<file path="config.mk">
export PLATFORM = sky130hd
export DESIGN_NAME = grid_cell_painter
export DESIGN_NICKNAME = d
export VERILOG_FILES = /design/src/rtl/grid_pkg.sv /design/src/rtl/rect_scanner.sv /design/src/rtl/grid_cell_painter.sv
export SDC_FILE = /design/constraint.sdc
export NUM_CORES = 1
export LEC_CHECK = 0
export ABC_AREA = 1
export BUFFER_PORTS_ARGS = -buffer_cell sky130_fd_sc_hd__buf_2
export CAP_MARGIN = 25
export CORE_MARGIN = 5
export CORE_UTILIZATION = 54
export CTS_CLUSTER_DIAMETER = 60
export DETAILED_ROUTE_END_ITERATION = 16
export PLACE_DENSITY = 0.86
export SYNTH_ARGS = -nofsm -noshare
export SYNTH_HDL_FRONTEND = slang
export SYNTH_SLANG_ARGS = --single-unit
</file>
<file path="constraint.sdc">
create_clock -name clk -period 3.6 [get_ports clk]
set_input_delay 0.72 -clock clk [delete_from_list [all_inputs] [get_ports clk]]
set_output_delay 0.72 -clock clk [all_outputs]
set_load 0.005 [all_outputs]
</file>
<file path="src/rtl/grid_pkg.sv">
// Shared definitions for the grid cell painter: FSM state encoding, default
// grid geometry (origin, pitch, cell size) and the visible screen limits.
package grid_pkg;

    typedef enum logic [1:0] {
        ST_IDLE = 2'd0,
        ST_DRAW = 2'd1,
        ST_NEXT = 2'd2,
        ST_FIN  = 2'd3
    } state_t;

    localparam int unsigned DEF_COLS     = 3;
    localparam int unsigned DEF_ROWS     = 3;
    localparam int unsigned DEF_ORIGIN_X = 152;
    localparam int unsigned DEF_ORIGIN_Y = 226;
    localparam int unsigned DEF_PITCH_X  = 130;
    localparam int unsigned DEF_PITCH_Y  = 100;
    localparam int unsigned DEF_CELL_W   = 80;
    localparam int unsigned DEF_CELL_H   = 50;

    localparam int unsigned SCREEN_W = 640;
    localparam int unsigned SCREEN_H = 480;

    // Row/column counters cover grids up to 16x16.
    localparam int unsigned RC_W = 4;

endpackage

</file>
<file path="src/rtl/rect_scanner.sv">
// Row-major pixel scanner for one rectangle.
// Ports: clk, reset (async, active-high); start restarts at (0,0); step
// advances one pixel; width/height give the rectangle size. px_nxt_c/py_nxt_c
// are the counter values after this cycle's start/step, last_pixel_c flags
// that the current position is the bottom-right pixel.
module rect_scanner #(
    parameter int unsigned PX_W = 10,
    parameter int unsigned PY_W = 9
) (
    input  logic            clk,
    input  logic            reset,
    input  logic            start,
    input  logic            step,
    input  logic [PX_W-1:0] width,
    input  logic [PY_W-1:0] height,
    output logic [PX_W-1:0] px_nxt_c,
    output logic [PY_W-1:0] py_nxt_c,
    output logic            last_pixel_c
);

    logic [PX_W-1:0] px;
    logic [PY_W-1:0] py;
    logic            px_last;
    logic            py_last;

    assign px_last      = (px == width - PX_W'(1));
    assign py_last      = (py == height - PY_W'(1));
    assign last_pixel_c = px_last & py_last;

    // Next position: restart, step with wrap onto the next line, or hold.
    always_comb begin
        px_nxt_c = px;
        py_nxt_c = py;
        if (start) begin
            px_nxt_c = '0;
            py_nxt_c = '0;
        end else if (step) begin
            if (px_last) begin
                px_nxt_c = '0;
                py_nxt_c = py + PY_W'(1);
            end else begin
                px_nxt_c = px + PX_W'(1);
            end
        end
    end

    always_ff @(posedge clk or posedge reset) begin
        if (reset) begin
            px <= '0;
            py <= '0;
        end else begin
            px <= px_nxt_c;
            py <= py_nxt_c;
        end
    end

endmodule

</file>
<file path="src/rtl/grid_cell_painter.sv">
// Paints one cell (or every cell) of a ROWS x COLS grid of rectangles, one
// pixel per clock, onto the VGA adapter's x/y/colour/plot interface.
// Ports: clk, reset (async, active-high); req/clear_all/cell_idx/colour_in
// request a paint while ready=1; x/y/colour/plot carry pixels; done pulses
// after the last pixel of a request, err pulses on an out-of-range index.
module grid_cell_painter
    import grid_pkg::*;
#(
    parameter int unsigned COLS     = DEF_COLS,
    parameter int unsigned ROWS     = DEF_ROWS,
    parameter int unsigned ORIGIN_X = DEF_ORIGIN_X,
    parameter int unsigned ORIGIN_Y = DEF_ORIGIN_Y,
    parameter int unsigned PITCH_X  = DEF_PITCH_X,
    parameter int unsigned PITCH_Y  = DEF_PITCH_Y,
    parameter int unsigned CELL_W   = DEF_CELL_W,
    parameter int unsigned CELL_H   = DEF_CELL_H,
    parameter int unsigned X_W      = 10,
    parameter int unsigned Y_W      = 9,
    parameter int unsigned COLOUR_W = 3,
    parameter int unsigned IDX_W    = 8
) (
    input  logic                clk,
    input  logic                reset,
    input  logic                req,
    input  logic                clear_all,
    input  logic [IDX_W-1:0]    cell_idx,
    input  logic [COLOUR_W-1:0] colour_in,
    output logic                ready,
    output logic [X_W-1:0]      x,
    output logic [Y_W-1:0]      y,
    output logic [COLOUR_W-1:0] colour,
    output logic                plot,
    output logic                done,
    output logic                err
);

    localparam int unsigned N_CELLS = ROWS * COLS;
    localparam int unsigned SX_W    = X_W + 2;
    localparam int unsigned SY_W    = Y_W + 2;

    // Integration checks: geometry must fit the grid limits and the screen.
    if (COLS < 1 || COLS > 16 || ROWS < 1 || ROWS > 16) begin : g_bad_grid
        $error("grid_cell_painter: ROWS/COLS must be 1..16");
    end
    if (ORIGIN_X + (COLS - 1) * PITCH_X + CELL_W > SCREEN_W ||
        ORIGIN_Y + (ROWS - 1) * PITCH_Y + CELL_H > SCREEN_H) begin : g_bad_fit
        $error("grid_cell_painter: grid does not fit on a 640x480 screen");
    end

    state_t          state, state_d;
    logic [RC_W-1:0] row, col, row_d, col_d;
    logic [RC_W-1:0] dec_row, dec_col;
    logic            clr_mode, clr_mode_d;
    logic            plot_d, done_d, err_d;
    logic            scan_start, scan_step, load_pix, load_colour;
    logic            in_range, last_cell;
    logic            last_pixel_c;
    logic [X_W-1:0]  px_nxt_c;
    logic [Y_W-1:0]  py_nxt_c;
    logic [SX_W-1:0] x_sum;
    logic [SY_W-1:0] y_sum;

    rect_scanner #(
        .PX_W (X_W),
        .PY_W (Y_W)
    ) u_scan (
        .clk          (clk),
        .reset        (reset),
        .start        (scan_start),
        .step         (scan_step),
        .width        (X_W'(CELL_W)),
        .height       (Y_W'(CELL_H)),
        .px_nxt_c     (px_nxt_c),
        .py_nxt_c     (py_nxt_c),
        .last_pixel_c (last_pixel_c)
    );

    assign in_range  = (32'(cell_idx) < N_CELLS);
    assign last_cell = (row == RC_W'(ROWS - 1)) && (col == RC_W'(COLS - 1));

    // Index -> row/col by comparing against constant row starts (no divider).
    always_comb begin
        dec_row = '0;
        for (int unsigned r = 1; r < ROWS; r++) begin
            if (32'(cell_idx) >= r * COLS) dec_row = RC_W'(r);
        end
        dec_col = RC_W'(32'(cell_idx) - 32'(dec_row) * COLS);
    end

    // Coordinates of the pixel shown next cycle, from next-cycle row/col/px/py.
    assign x_sum = SX_W'(ORIGIN_X) + SX_W'(col_d) * SX_W'(PITCH_X) + SX_W'(px_nxt_c);
    assign y_sum = SY_W'(ORIGIN_Y) + SY_W'(row_d) * SY_W'(PITCH_Y) + SY_W'(py_nxt_c);

    // Next-state and output decode.
    always_comb begin
        state_d     = state;
        row_d       = row;
        col_d       = col;
        clr_mode_d  = clr_mode;
        plot_d      = 1'b0;
        done_d      = 1'b0;
        err_d       = 1'b0;
        scan_start  = 1'b0;
        scan_step   = 1'b0;
        load_pix    = 1'b0;
        load_colour = 1'b0;
        case (state)
            ST_IDLE: begin
                if (req && ready) begin
                    if (clear_all || in_range) begin
                        clr_mode_d  = clear_all;
                        row_d       = clear_all ? '0 : dec_row;
                        col_d       = clear_all ? '0 : dec_col;
                        load_colour = 1'b1;
                        scan_start  = 1'b1;
                        load_pix    = 1'b1;
                        plot_d      = 1'b1;
                        state_d     = ST_DRAW;
                    end else begin
                        err_d = 1'b1;
                    end
                end
            end
            ST_DRAW: begin
                if (!last_pixel_c) begin
                    scan_step = 1'b1;
                    load_pix  = 1'b1;
                    plot_d    = 1'b1;
                end else if (clr_mode && !last_cell) begin
                    state_d = ST_NEXT;
                end else begin
                    done_d  = 1'b1;
                    state_d = ST_FIN;
                end
            end
            ST_NEXT: begin
                if (col == RC_W'(COLS - 1)) begin
                    col_d = '0;
                    row_d = row + RC_W'(1);
                end else begin
                    col_d = col + RC_W'(1);
                end
                scan_start = 1'b1;
                load_pix   = 1'b1;
                plot_d     = 1'b1;
                state_d    = ST_DRAW;
            end
            ST_FIN: begin
                state_d = ST_IDLE;
            end
            default: begin
                state_d = ST_IDLE;
            end
        endcase
    end

    always_ff @(posedge clk or posedge reset) begin
        if (reset) state <= ST_IDLE;
        else       state <= state_d;
    end

    // Control/status registers.
    always_ff @(posedge clk or posedge reset) begin
        if (reset) begin
            row      <= '0;
            col      <= '0;
            clr_mode <= 1'b0;
            ready    <= 1'b1;
            plot     <= 1'b0;
            done     <= 1'b0;
            err      <= 1'b0;
        end else begin
            row      <= row_d;
            col      <= col_d;
            clr_mode <= clr_mode_d;
            ready    <= (state_d == ST_IDLE);
            plot     <= plot_d;
            done     <= done_d;
            err      <= err_d;
        end
    end

    // Pixel data registers; hold their value on non-plot cycles.
    always_ff @(posedge clk or posedge reset) begin
        if (reset) begin
            x      <= '0;
            y      <= '0;
            colour <= '0;
        end else begin
            if (load_pix) begin
                x <= X_W'(x_sum);
                y <= Y_W'(y_sum);
            end
            if (load_colour) colour <= colour_in;
        end
    end

endmodule

</file>
==> key figures <==
Run status
  – Outcome: complete, but fails checks
  – Failing checks: negative setup slack

Logic synthesis
  – Cell taking the most area after synthesis: dfrtp_1
  – Share of the synthesized area in the top cell type: 33.89%
  – Top cells by area, synth: dfrtp_1 (34%), nand2_1 (12%), ha_1 (12%)
  – Mapped Nets: 583
  – Post-synth EDFFs: 0
  – Post-synthesis instance area: 4061 um^2
  – Fraction of registers with async set/reset: 100.0%
  – Yosys warns: 0
  – Top-count cell post-synth: nand2_1
  – Sequential share of the synthesized area: 34.53%
  – Main synth FF type: dfrtp_1
  – Register bit total from synthesis: 56
  – Synthesized instance count: 524
  – Top post-synthesis cells by count: nand2_1 (134), inv_1 (84), dfrtp_1 (55), ha_1 (40), nor2_1 (34)
  – Synth unique cells: 42
  – Mean post-synth cell area: 7.751 um^2

CTS
  – H-tree lvl count: 2
  – Largest buffer count on any clock path: 2
  – CTS tree: done
  – Cts bufs inserted: 5
  – Clk_lat worst skew: 0.33 ns
  – Clock Pin Slew Worst Setup and Hold Paths: 0.12 ns
  – Cell chosen for the clock root: clkbuf_8
  – Clock sinks: 56

Critical path
  – Element type at the critical path start: input pin
  – Crit path max-delay cell type: fa_2
  – Reg2Reg Depth: 26
  – Worst reg-to-reg setup slack: -0.44 ns
  – CP bufs+invs: 5
  – Setup CP Type: input pin to flop
  – Worst r2r src: col[0]
  – Critical-path cell list: buf_6 > inv_4 > nand2_4 > nor2_4 > nand2_4 > nor2_4 > nor2_4 > ha_4 > inv_4 > ha_4 > or2_4 > inv_2 > fa_2 > nor2_2 > o21ai_1 > a21oi_2 > ha_4 > ha_4 > fa_2 > a31oi_4 > buf_6 > xor2_2 > o21ai_1
  – WP depth: 23
  – Critical path startpoint: cell_idx[5]
  – Slowest stage delay, CP: 0.44 ns
  – Crit path max-delay family: adder cells
  – Cell mode on critical path: ha_4
  – Critical Path AT: 4.41 ns
  – Worst reg2reg path endpoint: y[8]
  – Crit path to: x[6]
  – Worst endpoint required time: 3.83 ns
  – Worst setup EP type: flop
  – Crit Path Max Fanout: 3

Global routing
  – All-Layer GR Usage: 28.00%
  – Initial antenna violation count: 0
  – Total grt overflow: 0
  – First-pass GRT wire length: 21460 um
  – Vias in the first global route: 4443
  – Largest net degree at the start of global routing: 32

Timing
  – PnR worst setup slack: -0.5829 ns
  – Tightest Pin Transition: 0.7278 ns
  – Final setup vio count: 8
  – Period minus WS final: 4.183 ns
  – Endpoints failing hold: 0
  – RSZ-0062 raised after global routing: true
  – Max Slew Vio Count: 0
  – F_max: 239.1 MHz
  – Clk_skew: 0.01124 ns
  – Slew HR: 51.41%
  – Final period utilization: 116.2%

Power
  – Net Sw Power: 302.1 uW
  – Power Internal: 817.8 uW
  – Combinational share of power: 8.3%
  – Peak supply drop: 148.4 uV
  – Clock share of power: 35.5%
  – Sequential share of power: 56.2%
  – Leakage power: 2.914 nW
  – PD cells: 200.7 nW/um^2
  – Switching fraction of total power: 26.98%

Placement
  – Post-Place Cell Area: 4999 um^2
  – Hpwl dp: 8410 um
  – GP Congestion: 0.9260
  – Placed insts: 725
  – I/O Buffers: 40

Die
  – Die Width: 96.73 um
  – Core ar.: 7292 um^2
  – Top Ports: 41
  – Initial core utilization: 55.70%
  – Die Ht: 96.73 um
  – Die area: 9356 um^2
  – Row cnt: 31

Routing
  – 1st-pass router iterations: 6
  – DR iter-0 viols: 409
  – Wire length per cell: 19.73 um
  – DR vias/cell: 5.997
  – Routed WL: 14760 um
  – Via count: 4486
  – # DRC: 0
  – Antenna-violating nets left: 0

Finish
  – Final net count: 707
  – Layout area overhead: 37.37%
  – Ant diodes: 0
  – Non-Filler Instances: 748
  – Ratio of cells with drive above 1 in the final layout: 39.60%
  – Post-layout instance area: 5579 um^2

Flow run
  – Max-cap check violation count: 0

Min path
  – Hold WC Path Type: input pin to async pin
==> area by class of cell <==
type	count	area, um^2
timing repair buffer	123	899.6
sequential	56	1403
fill	477	1713
tap	99	123.9
clock inverter	3	28.78
clock buffer	5	68.82
inverter	101	409.1
multi-input combinational	361	2646
==> through the flow <==
| step | power (mW) | utilization [%] | hold slack (ns) | setup WS (ns) | setup TNS [ns] |
|---|---|---|---|---|---|
| 2_1_floorplan | 0.6755 | - | 0.4531 | -0.5228 | -2.745 |
| 3_3_place_gp | 0.7015 | 68.55 | 0.4511 | -0.7979 | -5.678 |
| 3_5_place_dp | 0.7049 | 68.55 | 0.4648 | -0.8897 | -6.850 |
| 4_1_cts | 1.103 | 74.40 | 0.4945 | -0.4303 | -2.123 |
| 5_1_grt | 1.154 | 76.51 | 0.5175 | -0.6688 | -4.398 |
| 6_report | 1.120 | 76.51 | 0.4872 | -0.5829 | -3.423 |
==> worst reg2reg max path, delay by kind of cell, from the launching register on <==
kind / cells / cell delay, ns
DFF: 1 / 0.41
AOI/OAI and AO/OA: 1 / 0.21
adders and majority gates: 6 / 1.48
and+or+nand+nor: 14 / 1.43
buffers and inverters: 5 / 0.43
==> kinds of logic (layout without fill, tap and decap cells) <==
logic type | Yosys count | count (layout) | synth area share (%)
AND/OR/NAND/NOR | 249 | 249 | 30.01
buffers and inverters | 107 | 232 | 10.41
flip-flops | 56 | 56 | 34.53
AO/OA/AOI/OAI | 53 | 53 | 7.640
adder cells (fa/ha/maj) | 44 | 44 | 14.29
XOR/XNOR | 14 | 14 | 3.019
other | 1 | 1 | 0.09233
==> cells in the final DEF, fill, tap and decap left out, drive strengths merged, types with 13 or more instances in the layout <==
cell type,Yosys,layout
ha,40,40
o21ai,23,23
a21oi,17,17
nand2,142,142
dfrtp,55,55
nand4,13,13
buf,5,123
nand3,35,35
nor2,43,43
inv,101,103
==> worst min path at each step <==
stage / slack [ns] / to / cells past startpoint / from
after floorplan: 0.45 / clr_mode / 2 / clr_mode
after global placement: 0.45 / x[3] / 2 / x[3]
after detailed placement: 0.46 / y[0] / 2 / y[0]
after CTS: 0.49 / y[0] / 2 / y[0]
after global routing: 0.52 / y[2] / 2 / y[2]
final: 0.49 / y[3] / 2 / reset
==> state kept, by name (all words and copies together), names as in the netlist, 2 cells and up <==
| signal | cells |
|---|---|
| u_scan.px | 10 |
| x | 10 |
| u_scan.py | 9 |
| y | 9 |
| col | 4 |
| row | 4 |
| colour | 3 |
| state | 2 |
==> timing repair <==
action,CTS,global route
hold buffers,0,0
gates resized for setup,55,29
endpoints found under the setup margin,8,11
cloned,0,0
setup buffers,11,6
pin swaps,37,16
==> power by group through the flow <==
stage	Combinational (mW)	Clock, mW	Sequential, mW
3_3_place_gp	0.0606	0	0.641
5_1_grt	0.101	0.424	0.629
6_report	0.0932	0.398	0.629
3_5_place_dp	0.0640	0	0.641
4_1_cts	0.0825	0.391	0.629
2_1_floorplan	0.0345	0	0.641
==> layer usage <==
layer,routed length [um],global-route usage (%),up-vias
met5,0,0,-
met4,1064,14.47,0
met3,1371,6.043,121
met2,7081,48.67,370
met1,5243,32.19,2095
li1,-,-,1900
Note: power is estimated with default switching activity, not from simulation.
